**src/rtl/vga_timing_pkg.sv**
```systemverilog
// Shared definitions for the VGA timing path: standard porch/sync sets,
// a packed colour struct and the line/frame total helper.
package vga_timing_pkg;

    // 640x480 @ 60 Hz, 25.175 MHz pixel clock, negative syncs
    localparam int VGA640_H_RES  = 640;
    localparam int VGA640_H_FP   = 16;
    localparam int VGA640_H_SYNC = 96;
    localparam int VGA640_H_BP   = 48;
    localparam int VGA640_V_RES  = 480;
    localparam int VGA640_V_FP   = 10;
    localparam int VGA640_V_SYNC = 2;
    localparam int VGA640_V_BP   = 33;

    // 800x600 @ 60 Hz, 40 MHz pixel clock, positive syncs
    localparam int SVGA800_H_RES  = 800;
    localparam int SVGA800_H_FP   = 40;
    localparam int SVGA800_H_SYNC = 128;
    localparam int SVGA800_H_BP   = 88;
    localparam int SVGA800_V_RES  = 600;
    localparam int SVGA800_V_FP   = 1;
    localparam int SVGA800_V_SYNC = 4;
    localparam int SVGA800_V_BP   = 23;

    // 1280x720 @ 60 Hz, 74.25 MHz pixel clock, positive syncs
    localparam int HD720_H_RES  = 1280;
    localparam int HD720_H_FP   = 110;
    localparam int HD720_H_SYNC = 40;
    localparam int HD720_H_BP   = 220;
    localparam int HD720_V_RES  = 720;
    localparam int HD720_V_FP   = 5;
    localparam int HD720_V_SYNC = 5;
    localparam int HD720_V_BP   = 20;

    // Channel width of the packed colour struct used by pixel producers
    localparam int PKG_CLR_W = 4;

    typedef struct packed {
        logic [PKG_CLR_W-1:0] r;
        logic [PKG_CLR_W-1:0] g;
        logic [PKG_CLR_W-1:0] b;
    } rgb_t;

    // Total pixels per line (or lines per frame) including blanking
    function automatic int calc_total(input int res, input int fp, input int sync, input int bp);
        return res + fp + sync + bp;
    endfunction

endpackage

```
**src/rtl/vga_sync_delay.sv**
```systemverilog
// Strobe-enabled shift register with a programmable reset value.
// tap is the stage feeding the last register (stage DEPTH-1), dout is the
// final register (stage DEPTH). With DEPTH=1 the tap is the input itself.
module vga_sync_delay #(
    parameter int               WIDTH   = 3,
    parameter int               DEPTH   = 2,
    parameter logic [WIDTH-1:0] RST_VAL = '0
) (
    input  logic             clk,
    input  logic             rst,
    input  logic             stb,
    input  logic [WIDTH-1:0] din,
    output logic [WIDTH-1:0] tap,
    output logic [WIDTH-1:0] dout
);

    logic [WIDTH-1:0] stage [DEPTH];

    // Shift one stage per strobe; every stage returns to the idle value on reset
    always_ff @(posedge clk) begin
        // NOTE: every stage is reset (not just the output) so no stale sync
        // or enable can reach the pins after a mid-frame reset.
        if (rst) begin
            for (int i = 0; i < DEPTH; i++) begin
                stage[i] <= RST_VAL;
            end
        end else if (stb) begin
            // NOTE: non-blocking assignments make each stage take the old
            // value of its predecessor, independent of statement order.
            stage[0] <= din;
            for (int i = 1; i < DEPTH; i++) begin
                stage[i] <= stage[i-1];
            end
        end
    end

    generate
        if (DEPTH == 1) begin : g_tap_direct
            assign tap = din;
        end else begin : g_tap_stage
            assign tap = stage[DEPTH-2];
        end
    endgenerate

    assign dout = stage[DEPTH-1];

endmodule

```
**src/rtl/vga_timing_pipe.sv**
```systemverilog
// Parametrised VGA raster timing with a matched pipeline delay.
// Stage 0 (o_sx/o_sy/o_fetch_de/o_line/o_frame) is issued to the renderer;
// syncs, enable and masked colour appear PIPE_DEPTH strobes later.
// Optional: define VGA_TEST_PATTERN_EN to build the 8-bar test pattern
// selected by i_test; otherwise i_test is ignored.
module vga_timing_pipe
    import vga_timing_pkg::*;
#(
    parameter int H_RES      = 640,
    parameter int H_FP       = 16,
    parameter int H_SYNC     = 96,
    parameter int H_BP       = 48,
    parameter int V_RES      = 480,
    parameter int V_FP       = 10,
    parameter int V_SYNC     = 2,
    parameter int V_BP       = 33,
    parameter bit H_POL      = 1'b0,
    parameter bit V_POL      = 1'b0,
    parameter int PIPE_DEPTH = 2,
    parameter int COORD_W    = 12,
    parameter int FCNT_W     = 16,
    parameter int CLR_W      = 4
) (
    input  logic               i_pix_clk,
    input  logic               i_rst,
    input  logic               i_pix_stb,
    input  logic [CLR_W-1:0]   i_red,
    input  logic [CLR_W-1:0]   i_green,
    input  logic [CLR_W-1:0]   i_blue,
    input  logic               i_test,
    output logic [COORD_W-1:0] o_sx,
    output logic [COORD_W-1:0] o_sy,
    output logic               o_fetch_de,
    output logic               o_line,
    output logic               o_frame,
    output logic [FCNT_W-1:0]  o_frame_cnt,
    output logic               o_hs,
    output logic               o_vs,
    output logic               o_de,
    output logic [CLR_W-1:0]   o_vga_r,
    output logic [CLR_W-1:0]   o_vga_g,
    output logic [CLR_W-1:0]   o_vga_b
);

    localparam int H_TOTAL = calc_total(H_RES, H_FP, H_SYNC, H_BP);
    localparam int V_TOTAL = calc_total(V_RES, V_FP, V_SYNC, V_BP);

    generate
        if (PIPE_DEPTH < 1 || PIPE_DEPTH > 8) begin : g_bad_pipe_depth
            $error("vga_timing_pipe: PIPE_DEPTH must be in 1..8");
        end
        if (longint'(H_TOTAL) >= (longint'(1) << COORD_W)) begin : g_bad_h_total
            $error("vga_timing_pipe: H_TOTAL does not fit in COORD_W bits");
        end
        if (longint'(V_TOTAL) >= (longint'(1) << COORD_W)) begin : g_bad_v_total
            $error("vga_timing_pipe: V_TOTAL does not fit in COORD_W bits");
        end
    endgenerate

    localparam logic [COORD_W-1:0] H_LAST   = COORD_W'(H_TOTAL - 1);
    localparam logic [COORD_W-1:0] V_LAST   = COORD_W'(V_TOTAL - 1);
    localparam logic [COORD_W-1:0] H_ACT    = COORD_W'(H_RES);
    localparam logic [COORD_W-1:0] V_ACT    = COORD_W'(V_RES);
    localparam logic [COORD_W-1:0] HS_START = COORD_W'(H_RES + H_FP);
    localparam logic [COORD_W-1:0] HS_END   = COORD_W'(H_RES + H_FP + H_SYNC);
    localparam logic [COORD_W-1:0] VS_START = COORD_W'(V_RES + V_FP);
    localparam logic [COORD_W-1:0] VS_END   = COORD_W'(V_RES + V_FP + V_SYNC);

`ifdef VGA_TEST_PATTERN_EN
    localparam int DW     = 3 + COORD_W;
    localparam int DE_BIT = COORD_W;
    localparam logic [DW-1:0] DLY_RST = {~H_POL, ~V_POL, 1'b0, {COORD_W{1'b0}}};
`else
    localparam int DW     = 3;
    localparam int DE_BIT = 0;
    localparam logic [DW-1:0] DLY_RST = {~H_POL, ~V_POL, 1'b0};
`endif

    logic [COORD_W-1:0] h_cnt;
    logic [COORD_W-1:0] v_cnt;
    logic               hs_raw;
    logic               vs_raw;
    logic [DW-1:0]      dly_in;
    logic [DW-1:0]      dly_tap;
    logic [DW-1:0]      dly_out;
    logic               de_tap;
    logic [CLR_W-1:0]   src_r;
    logic [CLR_W-1:0]   src_g;
    logic [CLR_W-1:0]   src_b;
    logic [1:0]         unused_tap_sync;

    // Raster counters and completed-frame count; reset wins over the strobe
    always_ff @(posedge i_pix_clk) begin
        if (i_rst) begin
            h_cnt       <= '0;
            v_cnt       <= '0;
            o_frame_cnt <= '0;
        end else if (i_pix_stb) begin
            if (h_cnt == H_LAST) begin
                h_cnt <= '0;
                if (v_cnt == V_LAST) begin
                    v_cnt       <= '0;
                    o_frame_cnt <= o_frame_cnt + FCNT_W'(1);
                end else begin
                    v_cnt <= v_cnt + COORD_W'(1);
                end
            end else begin
                h_cnt <= h_cnt + COORD_W'(1);
            end
        end
    end

    assign o_sx       = h_cnt;
    assign o_sy       = v_cnt;
    assign o_fetch_de = (h_cnt < H_ACT) && (v_cnt < V_ACT);
    assign o_line     = (h_cnt == '0);
    assign o_frame    = (h_cnt == '0) && (v_cnt == '0);
    assign hs_raw     = ((h_cnt >= HS_START) && (h_cnt < HS_END)) ? H_POL : ~H_POL;
    assign vs_raw     = ((v_cnt >= VS_START) && (v_cnt < VS_END)) ? V_POL : ~V_POL;

`ifdef VGA_TEST_PATTERN_EN
    logic [COORD_W-1:0] h_tap;
    logic [2:0]         bar;
    logic [COORD_W-1:0] unused_out_h;

    assign dly_in       = {hs_raw, vs_raw, o_fetch_de, h_cnt};
    assign h_tap        = dly_tap[COORD_W-1:0];
    assign unused_out_h = dly_out[COORD_W-1:0];
    assign bar          = 3'((32'(h_tap) * 32'd8) / 32'(H_RES));
`else
    logic unused_test;

    assign dly_in      = {hs_raw, vs_raw, o_fetch_de};
    assign unused_test = i_test;
`endif

    vga_sync_delay #(
        .WIDTH   (DW),
        .DEPTH   (PIPE_DEPTH),
        .RST_VAL (DLY_RST)
    ) u_delay (
        .clk  (i_pix_clk),
        .rst  (i_rst),
        .stb  (i_pix_stb),
        .din  (dly_in),
        .tap  (dly_tap),
        .dout (dly_out)
    );

    assign de_tap          = dly_tap[DE_BIT];
    assign unused_tap_sync = dly_tap[DE_BIT+2:DE_BIT+1];
    assign o_de            = dly_out[DE_BIT];
    assign o_vs            = dly_out[DE_BIT+1];
    assign o_hs            = dly_out[DE_BIT+2];

    // Colour source: renderer input, or the bar pattern when built and requested
    always_comb begin
        // NOTE: defaults first so every path assigns every output and no
        // latch is inferred.
        src_r = i_red;
        src_g = i_green;
        src_b = i_blue;
`ifdef VGA_TEST_PATTERN_EN
        if (i_test) begin
            src_r = {CLR_W{bar[0]}};
            src_g = {CLR_W{bar[1]}};
            src_b = {CLR_W{bar[2]}};
        end
`endif
    end

    // Blanking mask registered alongside the final delay stage
    always_ff @(posedge i_pix_clk) begin
        if (i_rst) begin
            o_vga_r <= '0;
            o_vga_g <= '0;
            o_vga_b <= '0;
        end else if (i_pix_stb) begin
            o_vga_r <= de_tap ? src_r : '0;
            o_vga_g <= de_tap ? src_g : '0;
            o_vga_b <= de_tap ? src_b : '0;
        end
    end

endmodule

```
**config.mk**
```make
export PLATFORM = sky130hd
export DESIGN_NAME = vga_timing_pipe
export DESIGN_NICKNAME = d
export VERILOG_FILES = /design/src/rtl/vga_timing_pkg.sv /design/src/rtl/vga_sync_delay.sv /design/src/rtl/vga_timing_pipe.sv
export SDC_FILE = /design/constraint.sdc
export NUM_CORES = 1
export LEC_CHECK = 0
export CAP_MARGIN = 25
export CORE_MARGIN = 2
export CORE_UTILIZATION = 30
export DETAILED_ROUTE_END_ITERATION = 10
export GPL_ROUTABILITY_DRIVEN = 0
export PLACE_DENSITY = 0.58
export SKIP_CTS_REPAIR_TIMING = 1
export SLEW_MARGIN = 0
export SYNTH_ARGS = -nofsm -noshare
export SYNTH_HDL_FRONTEND = slang
export SYNTH_SLANG_ARGS = --single-unit
```
**constraint.sdc**
```tcl
create_clock -name i_pix_clk -period 3.6 [get_ports i_pix_clk]
set_input_delay 0.54 -clock i_pix_clk [delete_from_list [all_inputs] [get_ports i_pix_clk]]
set_output_delay 0.54 -clock i_pix_clk [all_outputs]
set_load 0.05 [all_outputs]
```
After elaboration in Yosys (flattened, before gate mapping)
Memories as Yosys holds them, arrays and structs flattened. Index checks and enable logic that the tools add are counted.

Bits in registers: 52. Memory bits (writable): 6. Bits of input ports: 16. Logic and storage cells: 42. Memories kept: 1.

Memories: u_delay.stage (words 2, bits a word 3, read ports 2, clocked after memory_dff 0, wr ports 2, line vga_sync_delay.sv:17) `logic [WIDTH-1:0] stage [DEPTH];`.

Add/subtract/negate cells: 3. Magnitude comparators: 6. Equal/unequal tests: 2. Muxes and demuxes: 14. Bitwise operators: 2. Reductions and logical operators: 8.

Operator list (count): adder 12 x 1 -> 12 bit (second input constant) (2); equality test 12 x 10 -> 1 bit (second input constant) (2); zero test 12 bit (2); less-than comparator 12 x 10 -> 1 bit (second input constant) (2); less-than comparator 12 x 9 -> 1 bit (second input constant) (2); two-way mux 12 bit (2); adder 16 x 1 -> 16 bit (second input constant) (1); >= comparator 12 x 10 -> 1 bit (second input constant) (1); >= comparator 12 x 9 -> 1 bit (second input constant) (1); two-way mux 4 bit (3); two-way mux 1 bit (7); two-way mux 3 bit (2); logical AND 1 bit (4); AND reduction 3 bit (1); bitwise OR 1 bit (2); AND reduction 2 bit (1).

Logic depth before layout (Yosys ltp)
Word-level depth: 4. Depth in mapped cells: 9. Mapped depth without buffers: 6.

By module
A second synthesis with hierarchy kept.

Cell total of the unflattened synthesis: 307. Area, all modules: 2691.3 sq um.

By module, submodules not included: vga_timing_pipe (instances 1, cells an instance 294, area each 2449.8 sq um, seq. area each 1041.0 sq um); vga_sync_delay (instances 1, cells an instance 13, area each 241.5 sq um, seq. area each 180.2 sq um).

Least setup slack after synthesis
No wires, ideal clock.

Kind: reg2out. Start: register h_cnt[0] (netlist: o_sx[0]). End: output o_frame. Arrival: 3723 ps. Required time: 3060 ps. Path slack: -663 ps. Stages on the path, launching flop included: 6. Cells stage by stage: dfxtp_1 -> inv_1 -> ha_1 -> or4b_2 -> nor3_1 -> nor3b_1.

Longest elaborated chain between the ends: 2.

RTL lines: start: declaration (line vga_timing_pipe.sv:79) `logic [COORD_W-1:0] h_cnt;`; start signal: assignment (line vga_timing_pipe.sv:108) `h_cnt <= h_cnt + COORD_W'(1);`; zero test 12 bit; via o_line (line vga_timing_pipe.sv:34) `output logic o_line,`; logical AND 1 bit (line vga_timing_pipe.sv:117) `assign o_frame = (h_cnt == '0) && (v_cnt == '0);`; end: declaration (line vga_timing_pipe.sv:35) `output logic o_frame,`.

The timed path passes the listed nets, and every way through them passes these cells.

Worst setup path in the final report
Start: register h_cnt[0] (netlist: o_sx[0]). End: output o_frame.

Longest elaborated chain between the ends: 2.

RTL lines (line): zero test 12 bit (vga_timing_pipe.sv:117); logical AND 1 bit (vga_timing_pipe.sv:117).

No other way between the ends.

==> run summary <==
status = completed
post-synth design cell area = 0.002744 mm^2
CP Data Required Time = 3.06 ns
Net Count, Synth = 325
io pins = 74
fmax = 299.9 MHz
Sw Share = 0.2320
post-synth top area cell = dfxtp_1
Routed WL = 7054 um
Final Net Count = 389
post-DP HPWL = 4821 um
Worst IR Drop VDD = 129.1 uV
drc violations = 0
Post-synth EDFFs = 6
Seq/Total Area, Yosys = 0.4451
Cell Int Power = 1.057 mW
core area = 0.008806 mm^2
Avg Cell Area, Syn = 9.026 um^2
Clock Sinks = 58
Pins Over Slew Limit = 0
die area = 0.009927 mm^2
Hold Fails Final Rpt = 0
top cells by area, synth = dfxtp_1, edfxtp_1, or4_1, o31ai_1, a21oi_1
clock power share = 0.436
Crit Path Category = reg2out
Clock Pin Slew Worst Setup and Hold Paths = 0.07 ns
Inst Count DP = 465
WHS Path Cells = 1
Cells after Synth = 304
Tot Pwr = 1.376 mW
fillcell total = 866
Worst Slack Setup Final = 0.2658 ns
global-route wire length before repair = 11820 um
n_diodes = 0
Seq cells post-synth = 58
worst slew pin tran = 0.8172 ns
initial antenna violation count = 0
Vias per Instance = 5.410
post-route clock period utilization = 0.9262
Final ANT Viol Nets = 0
Worst Hold Class = reg2reg
maximum fanout along the worst path = 5
Cell Rows = 34
First-pass DRT Iterations = 4
DP Worst Slack = 0.6193 ns
wire length on met3 = 409 um
CTS max path bufs = 2
most common cell after layout, fill and taps aside = clkdlybuf4s50_1
RSZ-0062 raised after global routing = false
Warnings, synthesis = 0
PD cells = 368.1 mW/mm^2
Seq pwr share = 0.485
critical path arrival = 2.79 ns
Worst Setup End Kind = output port
layout cells sized above 1 = 0.06720
synth-to-layout area growth = 36.25%
ys flop type = dfxtp_1
post-DR wirelength/cell = 14.70 um
Total Routing Usage GR = 0.1473
share of the synthesized area in the top cell type = 0.3794
vias in the first global route = 2451
input/output buffers = 72
Slew headroom = 0.4532
commonest cells after routing, fill and taps aside = clkdlybuf4s50_1, dfxtp_1, a21oi_1, or4_1
clk_skew = 0.01016 ns
worst-skew pair later-pin latency = 0.34 ns
Synth async-reset ratio = 0
routed wl met2 = 3217 um
number of buffers created by CTS = 9
H-tree levels = 3
global route total overflow = 0
Setup crit start kind = register
setup_tns = 0 ns
Root Driver = clkbuf_8
MaxCap Viol Count = 0
top sig layer = met4
fin util = 0.4246
leak pwr = 1.194 nW
Initial Util = 0.3116
Synth cell types = 39
Non-Filler Instances = 480
Comb power frac = 0.079
starting DRC count in detailed routing = 112
net switching power = 0.3193 mW
R2R cell count = 5
die height = 99.64 um
vias = 2597
CTS tree = done
Tmin final = 3.334 ns
largest net degree at the start of global routing = 31
endpoints failing setup = 0
Metal-1 WL = 3380 um
Die Wd = 99.64 um
## flip-flops by register name, indices dropped and copies added, names as in the netlist
register and count:
o_frame_cnt 16, o_vga_r 4, o_vga_b 4, o_sy 12, u_delay.stage 6, o_sx 12
o_vga_g 4
## Yosys cell counts, types with 3 or more instances
cell type and instances:
a21oi_1 25, clkbuf_1 17, and4_1 5, nand4_1 11
nor2b_1 4, a22o_1 12, nand3_1 17, edfxtp_1 6
nor2_1 17, nor4b_1 3, or4_1 21, xnor2_1 6
or3_1 8, nand2_1 11, and2_1 3, o21ai_0 7
nor4_1 3, nand2b_1 6, buf_1 3, nor3_1 7
inv_1 12, o31ai_1 17, xor2_1 5, ha_1 5
dfxtp_1 52
## logic make-up after synthesis
logic type	count (synthesis)	synth area share
AND/OR/NAND/NOR	126	0.2759
multiplexers	2	0.008207
buffers and inverters	35	0.05153
XOR/XNOR	11	0.03511
flip-flops	58	0.4451
AO/OA/AOI/OAI	67	0.1614
adder cells (fa/ha/maj)	5	0.02280
## per-layer routing
metal / global-route usage / vias up
li1: - / 1267
met1: 0.1834 / 1240
met2: 0.2396 / 84
met3: 0.05200 / 6
met4: 0.04531 / 0
met5: 0 / -
## power by group through the flow
| stage | logic, mW | registers (mW) | clock network (mW) |
|---|---|---|---|
| 5_1_grt | 0.115 | 0.668 | 0.643 |
| 3_5_place_dp | 0.110 | 0.682 | 0 |
| 4_1_cts | 0.110 | 0.667 | 0.620 |
| 2_1_floorplan | 0.0365 | 0.709 | 0 |
| 3_3_place_gp | 0.109 | 0.681 | 0 |
| 6_report | 0.109 | 0.667 | 0.600 |
## path summary, 6_finish.rpt
path,start,to,slack (ns)
min reg2reg,o_vga_r[0],o_vga_r[0],0.48
max,o_sx[0],o_frame,0.27
max reg2reg,o_sx[1],o_sy[10],1.03
min,o_vga_r[0],o_vga_r[0],0.48
## layout make-up
cell class,count,area [um^2],area share
repair buffers,76,750.7,0.2008
clock buffers,12,155.1,0.04150
flip-flops and latches,58,1221,0.3266
multi-input cells,211,1391,0.3722
inverters,12,45.04,0.01205
clock inverters,3,40.04,0.01071
well taps,108,135.1,0.03614
## critical path, cell delays in order, from the launching register on
cell	delay, ns
dfxtp_1	0.34
inv_1	0.08
ha_1	0.14
or4b_2	0.59
nor3_2	0.26
nor3b_2	0.21
clkdlybuf4s50_1	0.84
## stage by stage
step | instance area [um^2] | hold slack [ns]
2_1_floorplan | 2754 | 0.4773
3_3_place_gp | 3543 | 0.4608
3_5_place_dp | 3543 | 0.4626
4_1_cts | 3739 | 0.4825
5_1_grt | 3739 | 0.4932
6_report | 3739 | 0.4756
(Power assumes the default switching activity.)
